## config.mk

```make
export PLATFORM = sky130hd
export DESIGN_NAME = design_31_lane_addsub
export DESIGN_NICKNAME = d
export VERILOG_FILES = /design/src/rtl/design_31_lane_addsub.sv
export SDC_FILE = /design/constraint.sdc
export NUM_CORES = 1
export LEC_CHECK = 0
export CORE_ASPECT_RATIO = 0.7
export CORE_UTILIZATION = 49
export DETAILED_ROUTE_END_ITERATION = 8
export PLACE_DENSITY = 0.86
export SETUP_SLACK_MARGIN = 0.5
export SYNTH_ARGS = -nofsm -noshare
export SYNTH_HDL_FRONTEND = slang
export SYNTH_HIERARCHICAL = 1
export SYNTH_SLANG_ARGS = --single-unit
```

## constraint.sdc

```tcl
create_clock -name clk -period 1.5 [get_ports clk]
set_input_delay 0.225 -clock clk [delete_from_list [all_inputs] [get_ports clk]]
set_output_delay 0.225 -clock clk [all_outputs]
set_load 0.005 [all_outputs]
```

## src/rtl/design_31_lane_addsub.sv

```systemverilog
// design_31_lane_addsub
//   LANES independent W-bit add/subtract lanes with optional unsigned
//   saturation, behind a STAGES-deep valid/ready pipeline.
// Ports:
//   clk, rst_n          clock, async active-low reset
//   start / start_ready input beat handshake (op, sat, a, b sampled on accept)
//   op                  0 = add, 1 = subtract (a - b)
//   sat                 0 = wrap, 1 = unsigned saturate
//   a, b                packed operands, lane i at [i*W +: W]
//   y, carry            packed results, per-lane carry/borrow (unsaturated)
//   valid / ready       output handshake
//   done_cnt            wrapping count of output transfers

// One arithmetic lane: purely combinational.
module design_31_lane_addsub_lane #(
    parameter int W = 8
) (
    input  logic [W-1:0] i_a,
    input  logic [W-1:0] i_b,
    input  logic         i_op,
    input  logic         i_sat,
    output logic [W-1:0] o_y,
    output logic         o_carry
);
    logic [W:0] w_r;

    always_comb begin
        // W+1 bit result: bit W is the add carry, or the borrow (a < b) on sub.
        w_r     = i_op ? ({1'b0, i_a} - {1'b0, i_b}) : ({1'b0, i_a} + {1'b0, i_b});
        o_carry = w_r[W];
        if (i_sat && w_r[W])
            o_y = i_op ? '0 : '1;
        else
            o_y = w_r[W-1:0];
    end
endmodule

module design_31_lane_addsub #(
    parameter int W      = 8,
    parameter int LANES  = 2,
    parameter int STAGES = 1
) (
    input  logic               clk,
    input  logic               rst_n,
    input  logic               start,
    output logic               start_ready,
    input  logic               op,
    input  logic               sat,
    input  logic [LANES*W-1:0] a,
    input  logic [LANES*W-1:0] b,
    output logic [LANES*W-1:0] y,
    output logic [LANES-1:0]   carry,
    output logic               valid,
    input  logic               ready,
    output logic [15:0]        done_cnt
);
    logic [LANES*W-1:0]                w_y;
    logic [LANES-1:0]                  w_c;
    logic                              w_stall;
    logic                              w_accept;
    logic [STAGES-1:0]                 r_vld;
    logic [STAGES-1:0][LANES*W-1:0]    r_y;
    logic [STAGES-1:0][LANES-1:0]      r_c;
    logic [15:0]                       r_done;

    genvar gi;
    generate
        for (gi = 0; gi < LANES; gi++) begin : g_lane
            design_31_lane_addsub_lane #(.W(W)) u_lane (
                .i_a     (a[gi*W +: W]),
                .i_b     (b[gi*W +: W]),
                .i_op    (op),
                .i_sat   (sat),
                .o_y     (w_y[gi*W +: W]),
                .o_carry (w_c[gi])
            );
        end
    endgenerate

    assign valid       = r_vld[STAGES-1];
    assign y           = r_y[STAGES-1];
    assign carry       = r_c[STAGES-1];
    assign done_cnt    = r_done;
    assign w_stall     = valid & ~ready;
    assign start_ready = rst_n & ~w_stall;
    assign w_accept    = start & start_ready;

    // The whole pipeline moves together or holds together; bubbles travel
    // like beats. Data registers only load when a real beat arrives, so the
    // output keeps its last result while valid is low.
    always_ff @(posedge clk or negedge rst_n) begin
        if (!rst_n) begin
            r_vld <= '0;
            r_y   <= '0;
            r_c   <= '0;
        end else if (!w_stall) begin
            r_vld[0] <= w_accept;
            if (w_accept) begin
                r_y[0] <= w_y;
                r_c[0] <= w_c;
            end
            for (int s = 1; s < STAGES; s++) begin
                r_vld[s] <= r_vld[s-1];
                if (r_vld[s-1]) begin
                    r_y[s] <= r_y[s-1];
                    r_c[s] <= r_c[s-1];
                end
            end
        end
    end

    always_ff @(posedge clk or negedge rst_n) begin
        if (!rst_n)
            r_done <= '0;
        else if (valid && ready)
            r_done <= r_done + 16'd1;
    end
endmodule

```

==> run_results.csv, run 1 <==
group,metric,value,unit
status,status,"aborted with a tool error",
status,lastStage,"global routing (5_1_grt)",
status,first-error,"[ERROR GRT-0232] Routing congestion too high. Check the congestion heatmap in the GUI.",
floorplanning,fp.dieW,90.25,µm
synthesis,synth_edf_count,0,
global_routing,grt_overflow,298,
place,place_hpwl,5416,µm
synthesis,synthFlopType,"dfrtp_1",
timing,worstEndpointType,"register data pin",
floorplanning,die_h,63.78,µm
clock_tree,cts_hold_buf,0,
synthesis,syn_area_per_cell,10.12,µm²
synthesis,yosysSeqAreaShare,32.79,%
clock_tree,cts-htree-levels,2,
synthesis,synth_area_leaders,"dfrtp_1 (33%), ha_1 (8.9%), xnor2_1 (8.2%)",
synthesis,yosysMostFrequentCell,"dfrtp_1",
synthesis,syn_inst,264,
synthesis,synthTopCellsByCount,"dfrtp_1 (35), xnor2_1 (25), a21oi_1 (24), ha_1 (19), mux2_2 (19)",
synthesis,yosysWarningCount,6,
synthesis,synth_top_area_share,32.79,%
synthesis,syn-cell-area,2671,µm²
clock_tree,cts_buffers,5,
timing,worstEndpointGrtRepair,"y[10]$_DFFE_PN0P_/D",
synthesis,synth_area_leader_cell,"dfrtp_1",
global_routing,grt_usage,86.83,%
floorplanning,io_pins,74,
synthesis,synth-seq-cells,35,
clock_tree,clockBufferDepth,2,
place,port_buffers,73,
place,place_congestion,0.8660,
synthesis,synth_nets,323,
floorplanning,initial_utilization,50.81,%
floorplanning,rows,22,
synthesis,ys_types,34,
global_routing,grt_max_degree,36,
synthesis,synth_async_sr_flop_share,100.0,%
clock_tree,clock_sinks,35,
clock_tree,clockRootBuffer,"clkbuf_8",
==> metrics by stage <==
step / std cells / cell area, µm² / setup WS, ps / TNS [ps] / utilization [%]
4_1_cts: 529 / 4841 / -951.4 / -15840 / 92.08
3_5_place_dp: 467 / 4061 / -1807 / -32840 / 77.25
2_1_floorplan: 264 / 2796 / -1111 / -19200 / -
3_3_place_gp: 467 / 4061 / -1656 / -30210 / 77.25
==> routing by layer <==
metal  GRT overflow  GRT usage [%]
met3              3          60.00
met1              2          82.09
met2            154          110.6
met5              0              0
met4            139          113.5
==> cell families after synthesis <==
logic type,after synthesis,synth area share [%]
buffers and inverters,22,3.372
multiplexers,39,16.44
adder cells (fa/ha/maj),21,10.40
XOR/XNOR,41,13.44
AND/OR/NAND/NOR,66,13.25
flip-flops,35,32.79
AO/OA/AOI/OAI,40,10.30
==> repair_timing <==
action,4_1_cts
cloned,1
endpoints found under the setup margin,69
gates resized for setup,315
buffers inserted,53
pin swaps,70
==> run 2: changes to the inputs <==
CORE_ASPECT_RATIO = not set   (was 0.7)
CORE_UTILIZATION = 40   (was 49)
PLACE_DENSITY = not set   (was 0.86)
PLACE_DENSITY_LB_ADDON = 0.15   (was not set)
SETUP_SLACK_MARGIN = not set   (was 0.5)
==> run 2 against run 1 <==
The flow now finishes, with violations (setup timing). Synthesized cell count unchanged. Synthesized area unchanged.
==> run_results.csv, run 2 <==
group,metric,value,unit
routing,drc,0,
layout,fin_nets,490,
setup_path,critical_path.startpoint,"b[9]",
global_routing,grt_max_degree,36,
timing,fin_crit_sh,163.0,%
floorplanning,rows,29,
synthesis,synth.mux.area_fraction,16.44,%
layout,n_antenna_cell,0,
timing,worst-slew-pin-transition,441.1,ps
routing,first_iter_violations,41,
routing,routed_wl,6783,µm
synthesis,synth_top_area_share,32.79,%
synthesis,yosysSeqAreaShare,32.79,%
setup_path,cp.arrival,2610,ps
timing,slew_violations,0,
power,p_comb_share,53.7,%
clock_tree,cts_tree,"built",
synthesis,synth_compound_area_share,10.30,%
layout,synthToLayoutAreaGrowth,72.74,%
setup_path,path_class,"input pin to flip-flop",
clock_tree,clk_pin_slew,70,ps
power,leakage,2.140,nW
timing,timing.final.hold_violations,0,
place,place_congestion,0.8132,
timing,fin_ws,-944.6,ps
floorplanning,io_pins,74,
routing,wire_per_inst,13.33,µm
power,powerDensity,955.3,nW/µm²
synthesis,yosys.area_share.simple,13.26,%
timing,hold_ws,378.6,ps
clock_tree,cts_buffers,5,
power,cell_internal_pwr,3.019,mW
layout,layout_common_cells,"buf_4 (85), clkdlybuf4s50_1 (46), dfrtp_1 (32)",
synthesis,synth_edf_count,0,
synthesis,synth-seq-cells,35,
power,finalPower,4.408,mW
setup_path,cp-end-kind,"flip-flop",
setup_path,reg2reg_slack,30,ps
layout,drive_gt1_share,46.76,%
timing,max_freq,409.1,MHz
global_routing,grt_usage,19.25,%
clock_tree,clockRootBuffer,"clkbuf_8",
place,dp.cells,470,
synthesis,ys_types,34,
layout,final_cells,509,
synthesis,syn_inst,264,
routing,num_vias,2486,
global_routing,grt_pass1_vias,2498,
routing,ant_nets,0,
timing,fin_skew,6.536,ps
timing,rsz0062_at_grt,"yes",
timing,max_slew_margin,70.60,%
setup_path,r2r-end,"y[6]$_DFFE_PN0P_",
place,place_hpwl,4918,µm
synthesis,synth_area_leader_cell,"dfrtp_1",
min_path,hold_path_class,"input pin to async pin",
synthesis,syn-cell-area,2671,µm²
power,peakVddDrop,0.0006700,V
synthesis,synth_nets,323,
synthesis,synth_xor_area_share,13.44,%
synthesis,synthTopCellsByCount,"dfrtp_1 (35), xnor2_1 (25), a21oi_1 (24), ha_1 (19), mux2_2 (19)",
synthesis,synth_async_sr_flop_share,100.0,%
setup_path,startpoint_type,"input pin",
status,violations,"setup timing",
run,cap_violations,0,
synthesis,synth_top_family_by_area,"multiplexers",
clock_tree,clockBufferDepth,2,
place,pre_cts_ws,-1754,ps
floorplanning,initial_utilization,41.83,%
floorplanning,dieArea,7009,µm²
power,share_seq_of_total_power,31.8,%
power,power.share.clock,14.5,%
clock_tree,clock_sinks,35,
floorplanning,die_h,83.72,µm
global_routing,antenna_found_initial,0,
place,port_buffers,73,
global_routing,grt_first_pass_wirelength,10960,µm
setup_path,cp.required,1670,ps
floorplanning,core-area,6386,µm²
power,p_sw_share,31.51,%
global_routing,grt_overflow,0,
setup_path,critPathMaxFanout,8,
routing,via_per_inst,4.884,
power,power_switching,1.389,mW
synthesis,syn_area_per_cell,10.12,µm²
timing,finalSetupViolCount,18,
routing,drtPass1Iterations,4,
synthesis,yosysMostFrequentCell,"dfrtp_1",
clock_tree,cts-htree-levels,2,
clock_tree,clk-insertion-delay-late,280,ps
floorplanning,fp.dieW,83.72,µm
setup_path,rr_worst_depth,5,
layout,final_common_cell,"buf_4",
synthesis,yosysWarningCount,6,
synthesis,synthFlopType,"dfrtp_1",
status,status,"finished, violations left",
setup_path,r2r_start,"valid$_DFFE_PN0N_",
synthesis,synth_area_leaders,"dfrtp_1 (33%), ha_1 (8.9%), xnor2_1 (8.2%)",
timing,post-route-min-period,2445,ps
layout,fin_util,72.26,%
synthesis,synth-adder-area-share,10.40,%
[run 2: layout make-up]
class                           instances  area [µm²]
Tap cell                               77       96.34
Fill cell                             487        1772
Inverter                               17       73.82
Sequential cell                        35       879.6
Clock buffer                            7       76.32
Multi-Input combinational cell        207        2038
Timing Repair Buffer                  165        1445
Clock inverter                          1       5.005
[run 2: power groups by stage]
stage | Clock [mW] | Sequential, mW | Combinational (mW)
after floorplan | 0 | 1.41 | 0.900
after global placement | 0 | 1.39 | 2.01
after detailed placement | 0 | 1.41 | 2.05
after CTS | 0.664 | 1.39 | 2.22
after global routing | 0.710 | 1.43 | 2.57
final | 0.640 | 1.40 | 2.37
[run 2: logic make-up after synthesis]
logic type / Yosys count
compound gates: 40
xor+xnor: 41
fa+ha+maj: 21
buf+inv: 22
flops: 35
mux: 39
simple gates: 66
[run 2: routing by layer]
| layer | vias to the layer above | wire, µm | track usage (%) |
|---|---|---|---|
| met2 | 59 | 3526 | 34.59 |
| met4 | 0 | 107 | 5.393 |
| met5 | - | 0 | 0 |
| li1 | 1245 | - | - |
| met1 | 1170 | 2865 | 23.22 |
| met3 | 12 | 284 | 3.858 |
[run 2: stage by stage]
step           setup TNS (ps)  area [µm²]
6_report               -15850        4614
5_1_grt                -17340        4614
4_1_cts                -15420        4390
3_5_place_dp           -32120        3968
3_3_place_gp           -30540        3968
2_1_floorplan          -19200        2724
[run 2: worst max path at each step]
stage / endpoint / cells past startpoint
global placement: y[0]$_DFFE_PN0P_ / 14
floorplan: y[15]$_DFFE_PN0P_ / 10
finish: y[12]$_DFFE_PN0P_ / 13
CTS: y[12]$_DFFE_PN0P_ / 13
global route: y[6]$_DFFE_PN0P_ / 12
detailed placement: y[7]$_DFFE_PN0P_ / 14
[run 2: what timing repair did]
item,CTS,global route
endpoints found under the setup margin,25,28
gates resized for setup,123,40
setup buffers,20,11
hold buffers,0,0
pin swaps,37,20
[run 2: worst max-delay path, stage by stage]
cell and delay, ps:
buf_8 110, inv_4 50, ha_4 140, nor2_4 40
xnor2_2 130, ha_1 360, a211oi_4 330, o31ai_4 90
a211oi_4 320, mux2i_4 310, buf_12 150, mux2i_1 70
mux2_4 280
No activity file was read; power rests on OpenSTA's default activity.
==> run 3: changes to the inputs <==
CAP_MARGIN = 10   (was not set)
==> results of run 3 <==
No change in the layout: final DEF, timing and power equal those of run 2.
==> patch (flow settings as in run 3) <==
`STAGES`: 1 -> 2.
--- a/src/rtl/design_31_lane_addsub.sv
+++ b/src/rtl/design_31_lane_addsub.sv
@@ -39,5 +39,5 @@
     parameter int W      = 8,
     parameter int LANES  = 2,
-    parameter int STAGES = 1
+    parameter int STAGES = 2
 ) (
     input  logic               clk,
Formal check against the unedited RTL: not equivalent (a bounded check fails within 4 cycles, from zero or initial values and one cycle with rst_n low).
==> patch against run 3 <==
  * Synthesized area grew 32%
  * Sequential cell count grew 19
  * Routed wire length grew 11%
  * The flow still finishes with violations (negative setup slack)
  * Die area grew 31%
  * Clock power grew 31%
  * Utilization shrank 7.8 points
  * Total power grew 34%
  * Cell area grew 17%
  * Worst setup slack gained 36 ps
  * Hold slack lost 320 ps
  * Non-clock buffer count grew 13
  * Sequential share of layout area grew 6.0 points
==> patch: results (changes against run 3) <==
status: finished with violations
failing checks: negative setup slack
Synth area leaders: dfrtp_1, mux2_2, ha_1
post-detail-place hpwl: 5.368 mm (+9.2%)
Num CTS Buffers: 5 (unchanged)
CTS Root Buffer Type: clkbuf_8
Via-to-Cell Ratio: 4.710 (-3.6%)
P_sw: 1.739 mW (+25%)
Power Clock: 0.837 mW (+31%)
leakage power: 2.448 nW (+14%)
sequential area share after synthesis: 38.41% (+5.6 points)
Inserted Diodes: 0 (unchanged)
initial antenna violation count: 0 (unchanged)
final wirelength: 7.533 mm (+11%)
first-pass GRT wire length: 12.25 mm (+12%)
via count: 2765 (+11%)
CP max-delay cell: fa_2
Total GRT Usage: 17.06% (-2.2 points)
Hold Path Class: in2async
Seq pwr share: 38.8% (+7.0 points)
critical path's top delay family: compound AO/OA/AOI/OAI gates
worst vdd ir: 0.4572 mV (-32%)
Max Root-Sink Buffers: 2 (unchanged)
EDFF count, synth: 0 (unchanged)
RR Startpoint: done_cnt[0]
Synth Instances: 320 (+21%)
CTS resizes: 127 (+3.3%)
Slew HR: 55.10% (-15 points)
Unique masters post-synth: 34 (unchanged)
largest net degree at the start of global routing: 55 (+53%)
Setup Fix Bufs, Post-CTS: 25 (+25%)
Synth async-reset ratio: 100.0% (unchanged)
routability cong.: 0.7964 (-2.1%)
Synth top cells by count: dfrtp_1, mux2_2, xnor2_1
placed instance count: 542 (+15%)
cells on worst reg2reg path: 7 (+2)
DP Worst Slack: -1718 ps (+35.93 ps)
Worst Skew: 4.567 ps (-1.969 ps)
R2R setup slack: 90 ps (+60 ps)
Synth warnings: 6 (unchanged)
critical path fanouts, max: 8 (unchanged)
Crit path largest cell delay: 370 ps
PortBufs: 73 (unchanged)
CTS clk-pin slew, worst paths: 90 ps (+20 ps)
Post-Syn Nets: 379 (+17%)
First-pass DRT Iterations: 4 (unchanged)
number of H-tree branching levels: 2 (unchanged)
fill count: 632 (+30%)
initial detailed-routing violation count: 83 (+100%)
layout cells sized above 1: 48.34% (+1.6 points)
worst endpoint data arrival time: 2610 ps (about the same)
worst skew pair latency: 300 ps (+20 ps)
Setup Viol. Count Final: 18 (unchanged)
setup slack after layout: -908.9 ps (+35.70 ps)
Reg-to-Reg End: done_cnt[8]
clock power share: 14.2% (-0.3 points)
## patch: logic make-up (layout without fill, tap and decap cells)
family / after synthesis / count (layout) / synth area share (%)
AOI/OAI and AO/OA: 41 / 41 / 7.966
DFF: 54 / 54 / 38.41
buffers and inverters: 42 / 204 / 6.970
xor gates and xnor gates: 41 / 41 / 10.21
muxes: 57 / 57 / 19.20
adders and majority gates: 21 / 21 / 7.895
and+or+nand+nor: 64 / 64 / 9.352
## patch: final cells by class
type	instances	area (µm²)	area share, %
Multi-Input combinational cell	224	2191	40.55
Tap cell	105	131.4	2.432
Clock buffer	6	82.58	1.528
Clock inverter	2	12.51	0.2316
Sequential cell	54	1355	25.08
Inverter	18	77.57	1.436
Timing Repair Buffer	178	1553	28.74
## patch: how the worst max path moves through the flow
stage                     startpoint     end  cells after the start
after global routing            b[1]  r_y[1]                     13
after floorplan                   op  r_y[0]                     10
after CTS                       b[0]  r_y[1]                     12
after global placement          b[0]  r_y[0]                     14
after detailed placement        b[0]  r_y[0]                     14
final                           b[0]  r_y[1]                     12
## patch: metal layers
| layer | global-route usage (%) | vias to the layer above | share of wire (%) |
|---|---|---|---|
| met5 | 0 | - | 0 |
| met4 | 4.726 | 0 | 1.0 |
| met3 | 2.212 | 5 | 3.8 |
| met2 | 30.42 | 63 | 51 |
| met1 | 21.61 | 1298 | 44 |
| li1 | - | 1399 | - |
## patch: per-stage QoR
step	cell area (µm²)	hold WS [ps]	setup TNS [ps]
floorplan	3571	-70.59	-19320
global placement	4771	415.8	-33960
detailed placement	4771	421.5	-35440
CTS	5268	86.10	-15100
global route	5403	117.4	-16920
finish	5403	53.91	-15250
